==> src/rtl/rr_port_arbiter.sv <==
// Four-port round-robin arbiter with registered one-hot grant, mux select,
// per-grant timeout and a sticky identifier of the last revoked requester.
module rr_port_arbiter #(
    parameter int TIMEOUT = 16,
    parameter int CW      = 8
) (
    input  logic       clk,
    input  logic       rst,
    input  logic [3:0] req,
    input  logic       done,
    output logic [3:0] gnt,
    output logic [1:0] sel,
    output logic       busy,
    output logic       timeout_err,
    output logic [1:0] err_id
);

    typedef enum logic {
        IDLE,
        GRANT
    } state_t;

    state_t        r_state;
    logic [1:0]    r_ptr;
    logic [CW-1:0] r_cnt;
    logic [3:0]    r_gnt;
    logic [1:0]    r_sel;
    logic          r_busy;
    logic          r_toErr;
    logic [1:0]    r_errId;

    logic          w_atLimit;
    logic          w_release;
    logic          w_timeout;
    logic [1:0]    w_basePtr;
    logic [1:0]    w_scanIdx;
    logic [1:0]    w_winSel;
    logic          w_winFound;
    logic [3:0]    w_winGnt;
    logic [CW-1:0] w_cntNext;

    // A grant ends on done, on the holder dropping its request, or on expiry;
    // only expiry with the holder still asking and no done counts as an error.
    always_comb begin
        w_atLimit = (r_cnt == CW'(TIMEOUT - 1));
        w_release = (r_state == GRANT) && (done || !req[r_sel] || w_atLimit);
        w_timeout = (r_state == GRANT) && !done && req[r_sel] && w_atLimit;
        w_cntNext = (r_cnt == {CW{1'b1}}) ? r_cnt : r_cnt + CW'(1);
    end

    // Scan starts one past the pointer; on a release the pointer moves to the
    // releasing holder in the same cycle so the next winner is chosen fairly.
    always_comb begin
        w_basePtr  = w_release ? r_sel : r_ptr;
        w_scanIdx  = 2'd0;
        w_winSel   = 2'd0;
        w_winFound = 1'b0;
        for (int k = 1; k <= 4; k++) begin
            w_scanIdx = w_basePtr + 2'(k);
            if (!w_winFound && req[w_scanIdx]) begin
                w_winSel   = w_scanIdx;
                w_winFound = 1'b1;
            end
        end
        w_winGnt = 4'b0001 << w_winSel;
    end

    always_ff @(posedge clk or posedge rst) begin
        if (rst) begin
            r_state <= IDLE;
            r_ptr   <= 2'd3;
            r_cnt   <= '0;
            r_gnt   <= 4'b0000;
            r_sel   <= 2'd0;
            r_busy  <= 1'b0;
            r_toErr <= 1'b0;
            r_errId <= 2'd0;
        end else begin
            r_toErr <= w_timeout;
            if (w_timeout) begin
                r_errId <= r_sel;
            end
            case (r_state)
                IDLE: begin
                    if (w_winFound) begin
                        r_state <= GRANT;
                        r_gnt   <= w_winGnt;
                        r_sel   <= w_winSel;
                        r_busy  <= 1'b1;
                        r_cnt   <= '0;
                    end
                end
                GRANT: begin
                    if (w_release) begin
                        r_ptr <= r_sel;
                        if (w_winFound) begin
                            r_gnt  <= w_winGnt;
                            r_sel  <= w_winSel;
                            r_busy <= 1'b1;
                            r_cnt  <= '0;
                        end else begin
                            r_state <= IDLE;
                            r_gnt   <= 4'b0000;
                            r_busy  <= 1'b0;
                        end
                    end else begin
                        r_cnt <= w_cntNext;
                    end
                end
            endcase
        end
    end

    assign gnt         = r_gnt;
    assign sel         = r_sel;
    assign busy        = r_busy;
    assign timeout_err = r_toErr;
    assign err_id      = r_errId;

endmodule

==> config.mk <==
export PLATFORM = sky130hd
export DESIGN_NAME = rr_port_arbiter
export DESIGN_NICKNAME = d
export VERILOG_FILES = /design/src/rtl/rr_port_arbiter.sv
export SDC_FILE = /design/constraint.sdc
export NUM_CORES = 1
export LEC_CHECK = 0
export BUFFER_PORTS_ARGS = -buffer_cell sky130_fd_sc_hd__buf_2
export CAP_MARGIN = 15
export CORE_MARGIN = 4
export CORE_UTILIZATION = 50
export CTS_CLUSTER_DIAMETER = 80
export DETAILED_ROUTE_END_ITERATION = 10
export PLACE_DENSITY_LB_ADDON = 0.12
export SLEW_MARGIN = 20
export SYNTH_ARGS = -nofsm -noshare
export SYNTH_HDL_FRONTEND = slang
export SYNTH_SLANG_ARGS = --single-unit
export TNS_END_PERCENT = 50
==> constraint.sdc <==
create_clock -name clk -period 5.41 [get_ports clk]
set_input_delay 0.2705 -clock clk [delete_from_list [all_inputs] [get_ports clk]]
set_output_delay 0.2705 -clock clk [all_outputs]
set_load 0.005 [all_outputs]
; After elaboration in Yosys (flattened, before gate mapping)
; Index checks and enable logic that the tools add are counted.
[word_totals]
reg_bits = 21
latchBits = 0
mem_bits_rw = 0
rom_bits = 0
in_bits = 7
out_inout_bits = 10
wordCells = 75
memories = 0
[classes]
add_sub_neg = 4
n_mul = 0
div_mod_pow = 0
n_lt_le_gt_ge = 5
n_eq_ne = 5
shift = 1
mux = 36
bitwise = 1
n_reduce_logical = 15
[ops]
columns = op, count
row1 = $mux 8, 3
row2 = $pmux 8 s2, 1
row3 = $lt 2x3->1 const B, 5
row4 = $mux 2, 7
row5 = $mux 1, 13
row6 = $mux 4, 3
row7 = $bmux 1 s2, 5
row8 = $add 8x1->8 const B, 1
row9 = $eq 8x4->1 const B, 1
row10 = $eq 8x8->1 const B, 1
row11 = $pmux 4 s2, 1
row12 = $logic_and 1x1->1, 7
row13 = $logic_not 1->1, 5
row14 = $add 2x2->2 const B, 2
row15 = $pmux 1 s2, 2
row16 = $pmux 2 s2, 1
row17 = $shl 1x2->4 const A, 1
row18 = $ne 3x3->1 const B, 1
row19 = $add 2x1->2 const B, 1
row20 = $logic_or 1x1->1, 2
row21 = $ne 2x1->1 const B, 1
row22 = $ne 2x2->1 const B, 1
row23 = $reduce_and 2->1, 1
row24 = $not 1->1, 1

; Longest topological paths before layout
; Gate-level depths: netlist (run 1).
[logic_depth]
word_depth = 24
mapped_depth = 7
depth_no_buf = 7

; Least setup slack after synthesis (run 1)
; Ideal clock, no wire load.
[synth_path]
path_type = flip-flop to flip-flop
from = register r_sel[1] (netlist: sel[1])
to = register r_gnt[1] (netlist: gnt[1])
setup_ps = 122
t_arrival_ps = 1858
required_ps = 5288
path_slack_ps = 3431
path_stages_with_launch = 8
n_path_buf = 1
synth_period_minus_slack_ps = 1979
path_cell_list = dfrtp_1 > buf_4 > or2_1 > o22ai_4 > a21boi_4 > o311ai_1 > a32oi_1 > a32o_1
[synth_via]
elab_chain_len = 24
word_cells_on_any_way = 40
classes_between = 3 x add/sub / 2 x eq/ne / 1 x shift / 23 x mux / 11 x reduce/logical
[synth_lines]
columns = element, line
row1 = "start, declared", 27  ; logic [1:0] r_sel;
row2 = "start signal, assigned", 88  ; r_sel <= w_winSel;
row3 = "start signal, assigned", 98  ; r_sel <= w_winSel;
row4 = $bmux 1 s2, 46  ; w_release = (r_state == GRANT) && (done || !req[r_sel] || w_atLimit);
row5 = $mux 1 (implied by the code), 46
row6 = $logic_not 1->1, 46
row7 = $logic_or 1x1->1 (2 in a row), 46
row8 = $logic_and 1x1->1, 46
row9 = $mux 2, n/a
row10 = $add 2x1->2, 59  ; w_scanIdx = w_basePtr + 2'(k);
row11 = $bmux 1 s2, 60  ; if (!w_winFound && req[w_scanIdx]) begin
row12 = [... 7 more ...], n/a
row13 = $mux 1, 60
row14 = $logic_not 1->1, 60
row15 = $logic_and 1x1->1, 60
row16 = $mux 2, 60
row17 = $shl 1x2->4, 65  ; w_winGnt = 4'b0001 << w_winSel;
row18 = $mux 4, 96  ; if (w_winFound) begin
row19 = $mux 4, 94  ; if (w_release) begin
row20 = $pmux 4 s2, 83  ; case (r_state)
row21 = "end signal, assigned", 87  ; r_gnt <= w_winGnt;
row22 = "end signal, assigned", 97  ; r_gnt <= w_winGnt;
row23 = "end, declared", 26  ; logic [3:0] r_gnt;
; Several ways; a longest one is shown, not always the timed one. The select of a mux whose other input is x is not followed.
; A chain may end at the register's enable or synchronous reset.

; Worst setup path after layout (run 1)
[layout_path]
from = register r_cnt[0]
to = register r_gnt[1] (netlist: gnt[1])
[layout_via]
elab_chain_len = 21
word_cells_on_any_way = 37
classes_between = 3 x add/sub / 3 x eq/ne / 1 x shift / 21 x mux / 9 x reduce/logical
[layout_lines]
columns = element, line
row1 = "start, declared", 25  ; logic [CW-1:0] r_cnt;
row2 = "start signal, assigned", 107  ; r_cnt <= w_cntNext;
row3 = $eq 8x4->1 *, 45  ; w_atLimit = (r_cnt == CW'(TIMEOUT - 1));
row4 = $logic_or 1x1->1 *, 46
row5 = $logic_and 1x1->1 *, 46
row6 = $mux 2, n/a
row7 = $add 2x1->2, 59
row8 = $bmux 1 s2, 60
row9 = $mux 1 (implied by the code), 60
row10 = $mux 1, 60
row11 = [... 5 more ...], n/a
row12 = $mux 1, 60
row13 = $logic_not 1->1, 60
row14 = $logic_and 1x1->1, 60
row15 = $mux 2, 60
row16 = $shl 1x2->4, 65
row17 = $mux 4, 96
row18 = $mux 4, 94
row19 = $pmux 4 s2, 83
; Every way passes the cells marked *; elsewhere a longest branch is shown, timed or not. The select of a mux whose other input is x is not followed.

==> results.sh, run 1 <==
export IMPL_htreeDepth=1
export IMPL_drt_wl_total_mm=2.84
export IMPL_die_area_um2=3470
export IMPL_final_hold_viol_count=0
export IMPL_postCtsHoldBufs=0
export IMPL_synthCells=140
export IMPL_placed_cells=183
export IMPL_grt_usage=0.184
export IMPL_hold_class="primary input to asynchronous set/reset pin"
export IMPL_fin_cells=187
export IMPL_setup_viol=0
export IMPL_finalCoreUtilization=0.572
export IMPL_netlist_area_leader_share=0.367
export IMPL_synth_top_area_cell="dfrtp_1"
export IMPL_ios=17
export IMPL_initial_core_util=0.523
export IMPL_rows=18
export IMPL_drive_above_1_share=0.204
export IMPL_relSlewSlack=0.479
export IMPL_drcViolationCount=0
export IMPL_clk_pin_slew_ns=0.12
export IMPL_p_leak_nw=0.607
export IMPL_r2r_cells=7
export IMPL_areaGrowthSynthToFinish_pct=9.37
export IMPL_worstMarginPinSlew_ns=0.780
export IMPL_coreArea_um2=2480
export IMPL_worstPathArrival_ns=2.45
export IMPL_finalCriticalPeriod_ns=2.24
export IMPL_synth_edf_count=0
export IMPL_clock_fmax_mhz=446
export IMPL_synth_async_sr_flop_share=1.00
export IMPL_synth_most_common_cell="dfrtp_1"
export IMPL_post_cts_buffers=0
export IMPL_peakVddDrop_v=0.000238
export IMPL_nets=166
export IMPL_hpwl_mm=2.11
export IMPL_drt_first_pass_iters=4
export IMPL_vias=1167
export IMPL_yosysUniqueCellTypes=43
export IMPL_clockBufferDepth=2
export IMPL_cts_sinks=21
export IMPL_power_density_nw_per_um2=405
export IMPL_grt_max_degree=22
export IMPL_yosys_warnings=0
export IMPL_cts_tree="yes"
export IMPL_syn_avg_cell_area_um2=9.25
export IMPL_grt_antenna_before_repair=0
export IMPL_period_share=0.415
export IMPL_final_max_slew_violation_count=0
export IMPL_grt_pass1_vias=1133
export IMPL_port_buffers=16
export IMPL_antenna_cells=0
export IMPL_cp_required_ns=5.61
export IMPL_fillCellCount=233
export IMPL_cts_buffers=3
export IMPL_crit_fanout=6
export IMPL_end_kind="flop"
export IMPL_tns_ns=0
export IMPL_insertion_delay_ns=0.30
export IMPL_synthTopCellsByCount="19 x dfrtp_1, 17 x nand2_1, 15 x o21ai_0, 8 x nand3_1, 7 x inv_1"
export IMPL_die_h_um=58.9
export IMPL_skew_ns=0.00566
export IMPL_yosys_register_bits=21
export IMPL_synth_main_ff_cell="dfrtp_1"
export IMPL_cts_resized=0
export IMPL_root_buffer="clkbuf_4"
export IMPL_maxCapViolCount=0
export IMPL_grt_overflow=0
export IMPL_yosysSeqAreaShare=0.408
export IMPL_vias_per_cell=6.24
export IMPL_start_kind="flop"
export IMPL_rsz0062_at_grt="false"
export IMPL_synth_area_leaders="dfrtp_1 37%, o21ai_0 5.8%, nand2_1 4.9%"
export IMPL_synth_fp_nets=148
export IMPL_drtIter0Drc=70
export IMPL_gp_congestion=0.912
export IMPL_wire_per_inst_um=15.2
export IMPL_mappedNetlistArea_um2=1290
export IMPL_grt_pass1_wl_mm=5.02
export IMPL_timing_worst_setup_path_type="flop to flop"
export IMPL_drtAntennaViolNets=0
export IMPL_outcome="finished, final reports clean"
export IMPL_die_x_um=58.9
-- worst paths after layout --
| path | startpoint | to | slack (ns) |
|---|---|---|---|
| min reg2reg | err_id[0]$_DFFE_PP0P_ | err_id[0]$_DFFE_PP0P_ | 0.49 |
| max | r_cnt[0]$_DFFE_PP0P_ | gnt[1]$_DFFE_PP0P_ | 3.17 |
| min | rst | sel[0]$_DFFE_PP0P_ | 0.09 |
| max in group asynchronous | rst | r_cnt[5]$_DFFE_PP0P_ | 4.83 |
| min in group clk | req[0] | gnt[2]$_DFFE_PP0P_ | 0.34 |
| max reg2reg | r_cnt[0]$_DFFE_PP0P_ | gnt[1]$_DFFE_PP0P_ | 3.17 |
-- worst max-delay path, stage by stage, from the launching register on --
cell	delay (ns)
dfrtp_1	0.41
ha_1	0.23
and3_1	0.25
nand2_1	0.20
a21boi_4	0.28
mux2i_1	0.30
a32oi_1	0.19
a32o_1	0.29
-- metrics by stage --
step	power, mW	setup WS (ns)	hold WS (ns)	instance area [µm²]
after detailed placement	0.498	3.21	0.456	1390
after CTS	0.575	3.18	0.118	1420
after global routing	0.618	3.01	0.152	1420
after global placement	0.496	3.23	0.452	1390
final	0.573	3.17	0.0943	1420
after floorplan	0.438	3.43	0.246	1290
-- state kept, by name, indices dropped and copies added (netlist names) --
name,flops
busy,1
err_id,2
gnt,4
r_cnt,8
r_ptr,2
r_state,1
sel,2
timeout_err,1
-- power breakdown --
| group | internal, mW | total [mW] | switching (mW) |
|---|---|---|---|
| clock | 0.0287 | 0.0748 | 0.0461 |
| combinational | 0.109 | 0.255 | 0.146 |
| sequential | 0.197 | 0.244 | 0.0471 |
| total | 0.334 | 0.573 | 0.239 |
-- placed cells by master, fill, tap and decap left out, types with 2 or more instances in the layout --
cell	netlist	final
buf_2	0	16
o21ai_1	2	2
nand2b_1	4	4
a32o_1	4	4
nand3_1	8	8
inv_1	7	7
o21a_1	2	2
nor3b_1	2	2
o21ai_0	15	15
dfstp_2	2	2
nand4_1	2	2
or2_2	2	2
a21oi_1	4	4
mux2i_1	4	4
clkbuf_4	0	3
a31oi_1	2	2
nor2b_1	2	2
nor3_1	4	4
dfrtp_1	19	19
nand2_1	17	17
nor2_1	5	5
and2_1	2	2
mux2i_2	2	2
and3_1	2	2
o2111ai_1	4	4
o211ai_1	3	3
or2_1	2	2
-- per-layer routing --
layer | GRT usage | routed length, µm
met5 | 0 | 0
met4 | 0.0744 | 27
met3 | 0.0263 | 176
met2 | 0.297 | 1370
met1 | 0.247 | 1270
-- cell families (layout without fill, tap and decap cells) --
family	Yosys count	in the layout	share of synthesized area
buffers and inverters	10	27	0.0377
DFF	21	21	0.408
muxes	6	6	0.0522
and+or+nand+nor	56	56	0.227
adders and majority gates	1	1	0.00966
AOI/OAI and AO/OA	46	46	0.266
-- final cells by class --
| type | instances | area, µm² | share of cell area |
|---|---|---|---|
| clock buffers | 4 | 26.3 | 0.0186 |
| inverters | 7 | 26.3 | 0.0186 |
| multi-input cells | 109 | 718 | 0.507 |
| flip-flops and latches | 21 | 528 | 0.373 |
| well taps | 30 | 37.5 | 0.0265 |
| repair buffers | 16 | 80.1 | 0.0565 |
Note: power is estimated with default switching activity, not from simulation.
==> run 2: changes to the inputs <==
==> constraint.sdc (replaced) <==
create_clock -name clk -period 2.2 [get_ports clk]
set_input_delay 0.11 -clock clk [delete_from_list [all_inputs] [get_ports clk]]
set_output_delay 0.11 -clock clk [all_outputs]
set_load 0.005 [all_outputs]
==> run 2 against run 1 <==
Maximum frequency up 6.3%; sequential share of layout area down 1.9 points; non-clock buffer count up 7; worst hold slack better by 0.11 ns; cell count up 3.7%; via count up 1.6%; utilization up 3.3 points; clock power up 140%.
==> results.sh, run 2 (synthesis results as in run 1) <==
export IMPL_cts_buffers=3
export IMPL_hold_class="primary input to flop"
export IMPL_rsz0062_at_grt="false"
export IMPL_cts_sinks=21
export IMPL_r2r_cells=6
export IMPL_grt_usage=0.195
export IMPL_antenna_cells=0
export IMPL_crit_chain="or4_4 > o21ai_0 > o211ai_1 > o221ai_1 > a32oi_1 > a32o_1"
export IMPL_min_to="gnt[2]$_DFFE_PP0P_"
export IMPL_grt_pass1_wl_mm=5.20
export IMPL_maxCapViolCount=0
export IMPL_grt_antenna_before_repair=0
export IMPL_hpwl_mm=2.29
export IMPL_crit_path_top_delay_cell="or4_4"
export IMPL_drtIter0Drc=43
export IMPL_gp_congestion=0.940
export IMPL_cp_required_ns=2.40
export IMPL_critPathBufInv=0
export IMPL_finalCriticalPeriod_ns=2.11
export IMPL_multi_input_area_um2=743
export IMPL_final_cell_mix="18 x dfrtp_1, 16 x nand2_1, 16 x buf_2, 15 x o21ai_0, 8 x nand3_1"
export IMPL_die_x_um=58.9
export IMPL_hp_start="req[0]"
export IMPL_relSlewSlack=0.472
export IMPL_grt_overflow=0
export IMPL_drive_above_1_share=0.262
export IMPL_final_hold_viol_count=0
export IMPL_drt_first_pass_iters=4
export IMPL_clk_pin_slew_ns=0.11
export IMPL_place_ws_ns=0.00580
export IMPL_nets=173
export IMPL_drtAntennaViolNets=0
export IMPL_whs_ns=0.204
export IMPL_timing_rr_end="gnt[1]$_DFFE_PP0P_"
export IMPL_insertion_delay_ns=0.30
export IMPL_wire_per_inst_um=15.9
export IMPL_die_h_um=58.9
export IMPL_timing_worst_setup_path_type="flop to flop"
export IMPL_port_buffers=16
export IMPL_vias_per_cell=6.11
export IMPL_grt_max_degree=22
export IMPL_cts_tree="yes"
export IMPL_final_common_cell="dfrtp_1"
export IMPL_drcViolationCount=0
export IMPL_largest_reg_flops=8
export IMPL_fillCellCount=228
export IMPL_outcome="finished, final reports clean"
export IMPL_final_max_slew_violation_count=0
export IMPL_power_density_nw_per_um2=975
export IMPL_grt_pass1_vias=1121
export IMPL_slowest_delay_ns=0.59
export IMPL_rr_startpoint="r_cnt[7]$_DFFE_PP0P_"
export IMPL_die_area_um2=3470
export IMPL_period_share=0.960
export IMPL_skew_ns=0.00347
export IMPL_regToRegSetupSlack_ns=0.09
export IMPL_ios=17
export IMPL_regArea_um2=529
export IMPL_largest_register="r_cnt"
export IMPL_rows=18
export IMPL_drt_wl_total_mm=3.08
export IMPL_end_kind="flop"
export IMPL_htreeDepth=1
export IMPL_p_leak_nw=0.642
export IMPL_coreArea_um2=2480
export IMPL_initial_core_util=0.523
export IMPL_critical_path_top_delay_family="compound AO/OA/AOI/OAI gates"
export IMPL_setup_slack_ns=0.0884
export IMPL_tns_ns=0
export IMPL_start_kind="flop"
export IMPL_clock_fmax_mhz=474
export IMPL_worstMarginPinSlew_ns=0.792
export IMPL_clockBufferDepth=2
export IMPL_areaGrowthSynthToFinish_pct=15.7
export IMPL_setup_viol=0
export IMPL_peakVddDrop_v=0.000561
export IMPL_crit_fanout=6
export IMPL_vias=1186
export IMPL_root_buffer="clkbuf_4"
export IMPL_hold_depth=3
export IMPL_worstPathArrival_ns=2.31
==> run 2: metrics by stage <==
| step | instances | area [µm²] | util | total power, mW |
|---|---|---|---|---|
| global route | 194 | 1500 | 0.605 | 1.57 |
| global placement | 188 | 1430 | 0.576 | 1.24 |
| detailed placement | 188 | 1430 | 0.576 | 1.27 |
| finish | 194 | 1500 | 0.605 | 1.46 |
| CTS | 193 | 1470 | 0.591 | 1.46 |
| floorplan | 140 | 1290 | - | 1.08 |
==> run 2: cell type report <==
type,instances,share of cell area
repair buffers,23,0.0902
flip-flops and latches,21,0.353
clock buffers,4,0.0175
multi-input cells,109,0.496
well taps,30,0.0251
inverters,7,0.0175
==> run 2: power breakdown <==
part	total, mW	switching [mW]	internal (mW)
Combinational	0.696	0.399	0.298
Sequential	0.582	0.0956	0.486
Clock	0.183	0.113	0.0705
Total	1.46	0.607	0.854
==> run 2: what timing repair did <==
item,4_1_cts,5_1_grt
buffers inserted,0,1
resized for setup,1,6
cloned,0,0
pin swaps,0,1
hold buffers,1,0
setup endpoints to repair,2,3
endpoints found under the hold margin,19,0
==> run 2: metal layers <==
metal,GRT usage,wire length [µm],vias to the layer above
met4,0.0777,14,0
li1,-,-,578
met3,0.0219,146,2
met1,0.279,1430,570
met5,0,0,-
met2,0.300,1490,36
==> run 2: worst max-delay path by stage <==
| stage | startpoint | end | slack, ns | depth (start not counted) |
|---|---|---|---|---|
| final | r_cnt[7]$_DFFE_PP0P_ | gnt[1]$_DFFE_PP0P_ | 0.09 | 6 |
| after global routing | sel[0]$_DFFE_PP0P_ | gnt[0]$_DFFE_PP0P_ | 0.006 | 6 |
| after CTS | sel[0]$_DFFE_PP0P_ | gnt[1]$_DFFE_PP0P_ | 0.07 | 6 |
| after detailed placement | sel[0]$_DFFE_PP0P_ | gnt[1]$_DFFE_PP0P_ | 0.006 | 6 |
| after global placement | sel[0]$_DFFE_PP0P_ | gnt[0]$_DFFE_PP0P_ | 0.05 | 6 |
| after floorplan | sel[1]$_DFFE_PP0P_ | gnt[1]$_DFFE_PP0P_ | 0.22 | 7 |
==> run 2: worst register-to-register path, cell delays in order, from the launching register on <==
cell and delay [ns]:
dfrtp_1 0.48, or4_4 0.59, o21ai_0 0.19, o211ai_1 0.11, o221ai_1 0.24, a32oi_1 0.12, a32o_1 0.28
